[config.mk]
export PLATFORM = sky130hd
export DESIGN_NAME = full_top
export DESIGN_NICKNAME = d
export VERILOG_FILES = /design/src/rtl/full_top_pkg.sv /design/src/rtl/full_top_clk_divider.sv /design/src/rtl/full_top.sv
export SDC_FILE = /design/constraint.sdc
export NUM_CORES = 1
export LEC_CHECK = 0
export BUFFER_PORTS_ARGS = -buffer_cell sky130_fd_sc_hd__buf_2
export CORE_ASPECT_RATIO = 0.6
export CORE_MARGIN = 2
export CORE_UTILIZATION = 40
export DETAILED_ROUTE_END_ITERATION = 10
export GPL_TIMING_DRIVEN = 0
export SYNTH_ARGS = -nofsm -noshare
export SYNTH_HDL_FRONTEND = slang
export SYNTH_SLANG_ARGS = --single-unit
[constraint.sdc]
create_clock -name CLK_I -period 2.4 [get_ports CLK_I]
set_input_delay 0 -clock CLK_I [delete_from_list [all_inputs] [get_ports CLK_I]]
set_output_delay 0 -clock CLK_I [all_outputs]
set_load 0.1 [all_outputs]
[src/rtl/full_top_pkg.sv]
// Shared definitions for the tug-of-war game: state encoding, LED patterns
// and the one-step rope movement rules.
package full_top_pkg;

    typedef enum logic [3:0] {
        ST_BLANK,
        ST_L3,
        ST_L2,
        ST_L1,
        ST_N,
        ST_R1,
        ST_R2,
        ST_R3,
        ST_LWIN,
        ST_RWIN
    } state_t;

    localparam logic [6:0] LEDS_BLANK = 7'b0000000;
    localparam logic [6:0] LEDS_L3    = 7'b1000000;
    localparam logic [6:0] LEDS_L2    = 7'b0100000;
    localparam logic [6:0] LEDS_L1    = 7'b0010000;
    localparam logic [6:0] LEDS_N     = 7'b0001000;
    localparam logic [6:0] LEDS_R1    = 7'b0000100;
    localparam logic [6:0] LEDS_R2    = 7'b0000010;
    localparam logic [6:0] LEDS_R3    = 7'b0000001;
    localparam logic [6:0] LEDS_LWIN  = 7'b1110000;
    localparam logic [6:0] LEDS_RWIN  = 7'b0000111;

    function automatic logic [6:0] leds_of(input state_t s);
        logic [6:0] v;
        case (s)
            ST_L3:   v = LEDS_L3;
            ST_L2:   v = LEDS_L2;
            ST_L1:   v = LEDS_L1;
            ST_N:    v = LEDS_N;
            ST_R1:   v = LEDS_R1;
            ST_R2:   v = LEDS_R2;
            ST_R3:   v = LEDS_R3;
            ST_LWIN: v = LEDS_LWIN;
            ST_RWIN: v = LEDS_RWIN;
            default: v = LEDS_BLANK;
        endcase
        return v;
    endfunction

    // R3 jumps back to R1: the losing (left) player gets a two-step boost.
    function automatic state_t step_left(input state_t s);
        state_t v;
        case (s)
            ST_R3:   v = ST_R1;
            ST_R2:   v = ST_R1;
            ST_R1:   v = ST_N;
            ST_N:    v = ST_L1;
            ST_L1:   v = ST_L2;
            ST_L2:   v = ST_L3;
            ST_L3:   v = ST_LWIN;
            default: v = s;
        endcase
        return v;
    endfunction

    // Mirror of step_left; L3 jumps back to L1.
    function automatic state_t step_right(input state_t s);
        state_t v;
        case (s)
            ST_L3:   v = ST_L1;
            ST_L2:   v = ST_L1;
            ST_L1:   v = ST_N;
            ST_N:    v = ST_R1;
            ST_R1:   v = ST_R2;
            ST_R2:   v = ST_R3;
            ST_R3:   v = ST_RWIN;
            default: v = s;
        endcase
        return v;
    endfunction

endpackage

[src/rtl/full_top_clk_divider.sv]
// Game clock generator: a DIV_W-bit down-counter that toggles the divided
// clock each time it passes zero, plus a one-cycle tick on its rising edge.
module clk_divider #(
    parameter int DIV_W = 1
) (
    input  logic i_clk,
    input  logic i_rst_n,
    output logic o_clock_div,
    output logic o_tick
);

    logic [DIV_W-1:0] r_cnt;
    logic             r_div;
    logic             r_tick;
    logic             w_wrap;

    assign w_wrap = (r_cnt == '0);

    // Free-running counter; the tick is registered so it is high in the same
    // cycle that o_clock_div is first seen high.
    always_ff @(posedge i_clk or negedge i_rst_n) begin
        if (!i_rst_n) begin
            r_cnt  <= '0;
            r_div  <= 1'b0;
            r_tick <= 1'b0;
        end else begin
            r_cnt  <= r_cnt - DIV_W'(1);
            r_tick <= w_wrap & ~r_div;
            if (w_wrap) begin
                r_div <= ~r_div;
            end
        end
    end

    assign o_clock_div = r_div;
    assign o_tick      = r_tick;

endmodule

[src/rtl/full_top.sv]
// Tug-of-war game controller.
//
// state  | meaning
// BLANK  | after reset, display dark until the first game tick
// L3..L1 | rope pulled 3..1 steps toward the left player
// N      | rope centred
// R1..R3 | rope pulled 1..3 steps toward the right player
// LWIN   | left player won, terminal until reset
// RWIN   | right player won, terminal until reset
module full_top
    import full_top_pkg::*;
#(
    parameter int DIV_W = 1
) (
    input  logic       CLK_I,
    input  logic       rst,
    input  logic       pbl,
    input  logic       pbr,
    output logic       clock_div,
    output logic [6:0] leds_out
);

    logic       w_tick;
    logic [1:0] r_pbl_sync;
    logic [1:0] r_pbr_sync;
    logic       r_pbl_low;
    logic       r_pbr_low;
    logic       w_press_l;
    logic       w_press_r;
    state_t     r_state;
    state_t     w_state_nxt;
    logic [6:0] r_leds;

    clk_divider #(.DIV_W(DIV_W)) u_clk_divider (
        .i_clk       (CLK_I),
        .i_rst_n     (rst),
        .o_clock_div (clock_div),
        .o_tick      (w_tick)
    );

    // Two-flop synchronizers for the asynchronous push buttons.
    always_ff @(posedge CLK_I or negedge rst) begin
        if (!rst) begin
            r_pbl_sync <= 2'b00;
            r_pbr_sync <= 2'b00;
        end else begin
            r_pbl_sync <= {r_pbl_sync[0], pbl};
            r_pbr_sync <= {r_pbr_sync[0], pbr};
        end
    end

    // Remember whether each button was low at the previous tick. The flags
    // stay cleared through BLANK, so a button held across reset release must
    // be seen low on a tick before it can count as a press.
    always_ff @(posedge CLK_I or negedge rst) begin
        if (!rst) begin
            r_pbl_low <= 1'b0;
            r_pbr_low <= 1'b0;
        end else if (w_tick && (r_state != ST_BLANK)) begin
            r_pbl_low <= ~r_pbl_sync[1];
            r_pbr_low <= ~r_pbr_sync[1];
        end
    end

    assign w_press_l = w_tick & r_pbl_sync[1] & r_pbl_low;
    assign w_press_r = w_tick & r_pbr_sync[1] & r_pbr_low;

    // State register; the LED pattern is registered from the next state so
    // it follows the tick by exactly one cycle.
    always_ff @(posedge CLK_I or negedge rst) begin
        if (!rst) begin
            r_state <= ST_BLANK;
            r_leds  <= LEDS_BLANK;
        end else begin
            r_state <= w_state_nxt;
            r_leds  <= leds_of(w_state_nxt);
        end
    end

    // Next-state logic: single-sided presses move the rope; a tie does nothing.
    always_comb begin
        w_state_nxt = r_state;
        if (w_tick) begin
            case (r_state)
                ST_BLANK: w_state_nxt = ST_N;
                ST_LWIN,
                ST_RWIN:  w_state_nxt = r_state;
                default: begin
                    if (w_press_l && !w_press_r) begin
                        w_state_nxt = step_left(r_state);
                    end else if (w_press_r && !w_press_l) begin
                        w_state_nxt = step_right(r_state);
                    end
                end
            endcase
        end
    end

    assign leds_out = r_leds;

endmodule

* Yosys cells after proc, flatten, opt, wreduce, memory -nomap -nowiden
Memory sizes are Yosys's and may differ from the RTL's. A register that Yosys moved wholly into a read port is not among the register bits. Index checks and enable logic that the tools add are counted.
Storage, ports and cells: flip-flop bits (word level) 13, bits in read-only memories 112, input port bits 4, output and inout bits 8, logic and storage cells 45, memories kept 1
Cells by class: $add $sub $neg 1, equal/unequal tests 9, muxes and demuxes 6, bitwise gates (word level) 9, reduce and logical (&&, ||, !) cells 11
Memory list:
- (no name shown) | words 16, bits a word 7, rd ports 1, clocked after memory_dff 1, wr ports 0, RTL line full_top_pkg.sv:31 | case (s)
Operators with widths (count):
- $pmux W4 S6 | 2
- $eq A4 B3 Y1 const B | 4
- $mux W4 | 3
- $eq A4 B2 Y1 const B | 2
- $eq A4 B4 Y1 const B | 2
- $pmux W4 S2 | 1
- $reduce_or A2 Y1 | 3
- $and A1 B1 Y1 | 5
- $eq A4 B1 Y1 const B | 1
- $logic_not A4 Y1 | 1
- $not A1 Y1 | 4
- $reduce_bool A4 Y1 | 1
- $logic_and A1 B1 Y1 | 3
- $logic_not A1 Y1 | 3
- $sub A1 B1 Y1 const B | 1

* Longest topological paths before layout
word-level depth 8, gate-level depth with buffers 8, mapped depth without buffers 7

* Hierarchy
Synthesis repeated with hierarchy kept, for this count alone.
Second synthesis, totals: cells, all modules 81, area total of the unflattened synthesis 920.9 um^2
Modules (own cells, without submodules):
- full_top | instances 1, cells each 75, area each 829.5 um^2, sequential area each 425.4 um^2
- clk_divider | instances 1, cells each 6, area each 91.3 um^2, sequential area each 75.1 um^2

* Worst setup path after synthesis
OpenSTA, ideal clock, no wires.
kind register to register, start point register r_pbr_sync[1], end point register r_leds[1], in the netlist leds_out[1], setup time 0.080 ns, arrival 1.873 ns, data required time 2.320 ns, path slack 0.447 ns, cell stages (with the launch flop) 9, buffers on the path 1, period minus slack after synthesis 1.953 ns, cells stage by stage dfrtp_1 -> and2_4 -> buf_6 -> or2_4 -> o31a_1 -> o22ai_4 -> inv_4 -> or3_4 -> mux2i_1
Between the ends: cells in the longest elaborated chain, start to end 7, elaborated cells between the ends (all ways) 9, classes of those cells mux: 4; bitwise: 2; reduce/logical: 3
Ends and longest elaborated chain:
- from (decl) | RTL line full_top.sv:25 | logic [1:0] r_pbr_sync;
- from (signal assigned) | RTL line full_top.sv:48 | r_pbr_sync <= {r_pbr_sync[0], pbr};
- $and A1 B1 Y1 * (2 in series) | RTL line full_top.sv:66 | assign w_press_r = w_tick & r_pbr_sync[1] & r_pbr_low;
- $logic_and A1 B1 Y1 or $logic_not A1 Y1 (tied branches) | RTL line full_top.sv:91, full_top.sv:89
- $mux W4 or $logic_and A1 B1 Y1 (tied branches) | RTL line full_top.sv:91, full_top.sv:89
- $mux W4 * | RTL line full_top.sv:89 | if (w_press_l && !w_press_r) begin
- $pmux W4 S2 * | RTL line full_top.sv:84 | case (r_state)
- $mux W4 * | RTL line full_top.sv:83 | if (w_tick) begin
- via w_state_nxt[2] | RTL line full_top.sv:31 | state_t w_state_nxt;
- to (decl) | RTL line full_top.sv:32 | logic [6:0] r_leds;
Mark *: on every way through the listed nets, which the timed path passes. The rest lies on a longest branch. A chain may end at the register's enable or synchronous reset.

* Worst setup path in the final report
Same ends and word-level chain as after synthesis.

==> flow_summary.ini <==
[global_route]
overflow = 0
grt_start_max_net_pins = 21
grt_pass1_wl_mm = 2.97
grt.total_usage_pct = 14.0
antenna_found_initial = 0
first_global_vias = 625

[critical_path]
slowest_stage = or3_4
worstSetupEndpointType = flop
slowest_delay_ns = 0.39
r2r_cells = 8
path_buf_inv = 2
cp.arrival_ns = 2.25
path_cells = and2_4 -> buf_6 -> or2_4 -> o31a_1 -> o22ai_4 -> inv_4 -> or3_4 -> mux2i_1
reg2reg_to = leds_out[1]
worstPathMaxFanout = 9
start_kind = flop
worst_ep_required_time_ns = 2.58
path_delay_family = simple AND/OR/NAND/NOR gates
r2r_slack_ns = 0.33
r2r-start = r_pbr_sync[1]
crit_type = reg -> reg

[place]
dp_hpwl_mm = 1.21
pre_cts_slack_ns = 0.309
gp_congestion = 0.864
portBuffers = 11
dp.cells = 133

[yosys]
synthTopCellsByCount = dfrtp_1, nand2_1
ys_seq_area_share_pct = 52.0
syn_nets = 96
yosys.cell_types.count = 38
syn-cell-area_sq_um = 962
synth_flop_cell = dfrtp_1
synth_top_area_share_pct = 52.0
synth-seq-cells = 20
synth_cells = 92
yosysTopAreaCell = dfrtp_1
async_flop_share_pct = 100
yosysWarnings = 0
syn_area_per_cell_sq_um = 10.5
synth_area_leaders = dfrtp_1, nand2_1, o31a_1
yosysMostFrequentCell = dfrtp_1
synth_edf_count = 0

[sta]
fin_worst_skew_ns = 0.00299
relSlewSlack_pct = 50.1
hold_slack_ns = 0.239
setup_violations = 0
fmaxAchievable_ghz = 0.482
finalSetupTns_ns = 0
min_period_ns = 2.07
fin_ws_ns = 0.327
slew_violations = 0
finalCritPeriodShare_pct = 86.4
hold_viol_final = 0
tightest_slew_ns = 0.746
rsz0062_at_grt = false

[finish]
fin_util_pct = 50.9
nNetsFinal = 115
drive_gt1_share_pct = 26.6
stdcell_count = 139
antenna_cells = 0
final.fill_count = 205
area_growth_pct = 17.0

[power]
p_per_area_nw_per_um2 = 1400
p_leak_uw = 0.000501
worst_ir_drop_vdd_uv = 1110

[floorplanning]
start_util_pct = 43.5
die_area_sq_um = 2830
die_x_um = 67.3
core_sq_um = 2210
pin_count = 12
num_rows = 13
die_h_um = 42.0

[cts]
clkLatencyLatePin_ns = 0.25
cts.sinks = 20
cts_tree = built
htreeDepth = 1
path_clk_slew_ns = 0.07
cts_buffers = 3
cts_resized = 0
cts_buffer_depth = 2
cts_root_buf = clkbuf_8

[drt]
totalWireLength_mm = 1.80
drtIter0Drc = 103
firstDrtPassIters = 4
wl_per_cell_um = 13.0
vias = 701
antenna_left = 0
via_per_inst = 5.04
remaining_drc_errors = 0

[run]
maxCapViolations = 0

[min_path]
hold_path.class = in -> async

[status]
outcome = complete, no violations
==> final cells by class <==
class | count | area, sq um | share of cell area (%)
inverters | 6 | 25.0 | 2.22
multi-input cells | 59 | 399 | 35.4
flip-flops and latches | 20 | 500 | 44.4
clock buffers | 3 | 41.3 | 3.67
repair buffers | 14 | 85.1 | 7.56
plain buffers | 7 | 37.5 | 3.33
well taps | 30 | 37.5 | 3.33
==> how the worst max path moves through the flow <==
| stage | start | to | cells after the start |
|---|---|---|---|
| after floorplan | r_pbr_sync[1] | leds_out[1] | 8 |
| after global placement | r_pbr_sync[1] | leds_out[1] | 8 |
| after detailed placement | r_pbr_sync[1] | leds_out[1] | 8 |
| after CTS | r_pbr_sync[1] | leds_out[1] | 8 |
| after global routing | r_state[0] | leds_out[3] | 8 |
| final | r_pbr_sync[1] | leds_out[1] | 8 |
==> repair_timing <==
item                      4_1_cts  5_1_grt
setup buffers                   0        0
hold endpoints to repair       22        0
hold buffers                    3        0
==> metrics by stage <==
step | total power [uW] | cell area (sq um)
after floorplan | 1220 | 962
after global placement | 1360 | 1050
after detailed placement | 1360 | 1050
after CTS | 1590 | 1130
after global routing | 1690 | 1130
final | 1580 | 1130
==> placed cells by master (no fill, tap or decap), types with 4 or more instances in the layout <==
master / count
a21oi_1: 4
inv_1: 4
dfrtp_1: 20
buf_2: 14
nand4_1: 4
nor3_1: 4
or2_2: 4
nand2_1: 8
==> layer usage <==
metal	wire (um)	global-route usage [%]	vias up
met5	0	0	-
met4	0	2.86	0
met3	84	5.65	0
met2	797	18.6	12
met1	920	21.3	325
li1	-	-	364
==> flip-flops by register name, summed over array words and instances (netlist names) <==
register	flops
r_pbl_sync	2
leds_out	7
r_pbr_sync	2
r_state	4
r_pbr_low	1
r_pbl_low	1
u_clk_divider.o_clock_div	1
u_clk_divider.r_cnt	1
u_clk_divider.o_tick	1
==> where the power goes <==
| group | switching [uW] | internal (uW) |
|---|---|---|
| logic | 656 | 278 |
| registers | 19.0 | 414 |
| clock network | 99.3 | 112 |
==> kinds of logic after synthesis <==
| logic type | share of synthesized area [%] |
|---|---|
| buf+inv | 6.50 |
| simple gates | 19.5 |
| xor+xnor | 3.64 |
| flops | 52.0 |
| compound gates | 17.3 |
| mux | 1.04 |
Power figures use the tool's default switching activity.
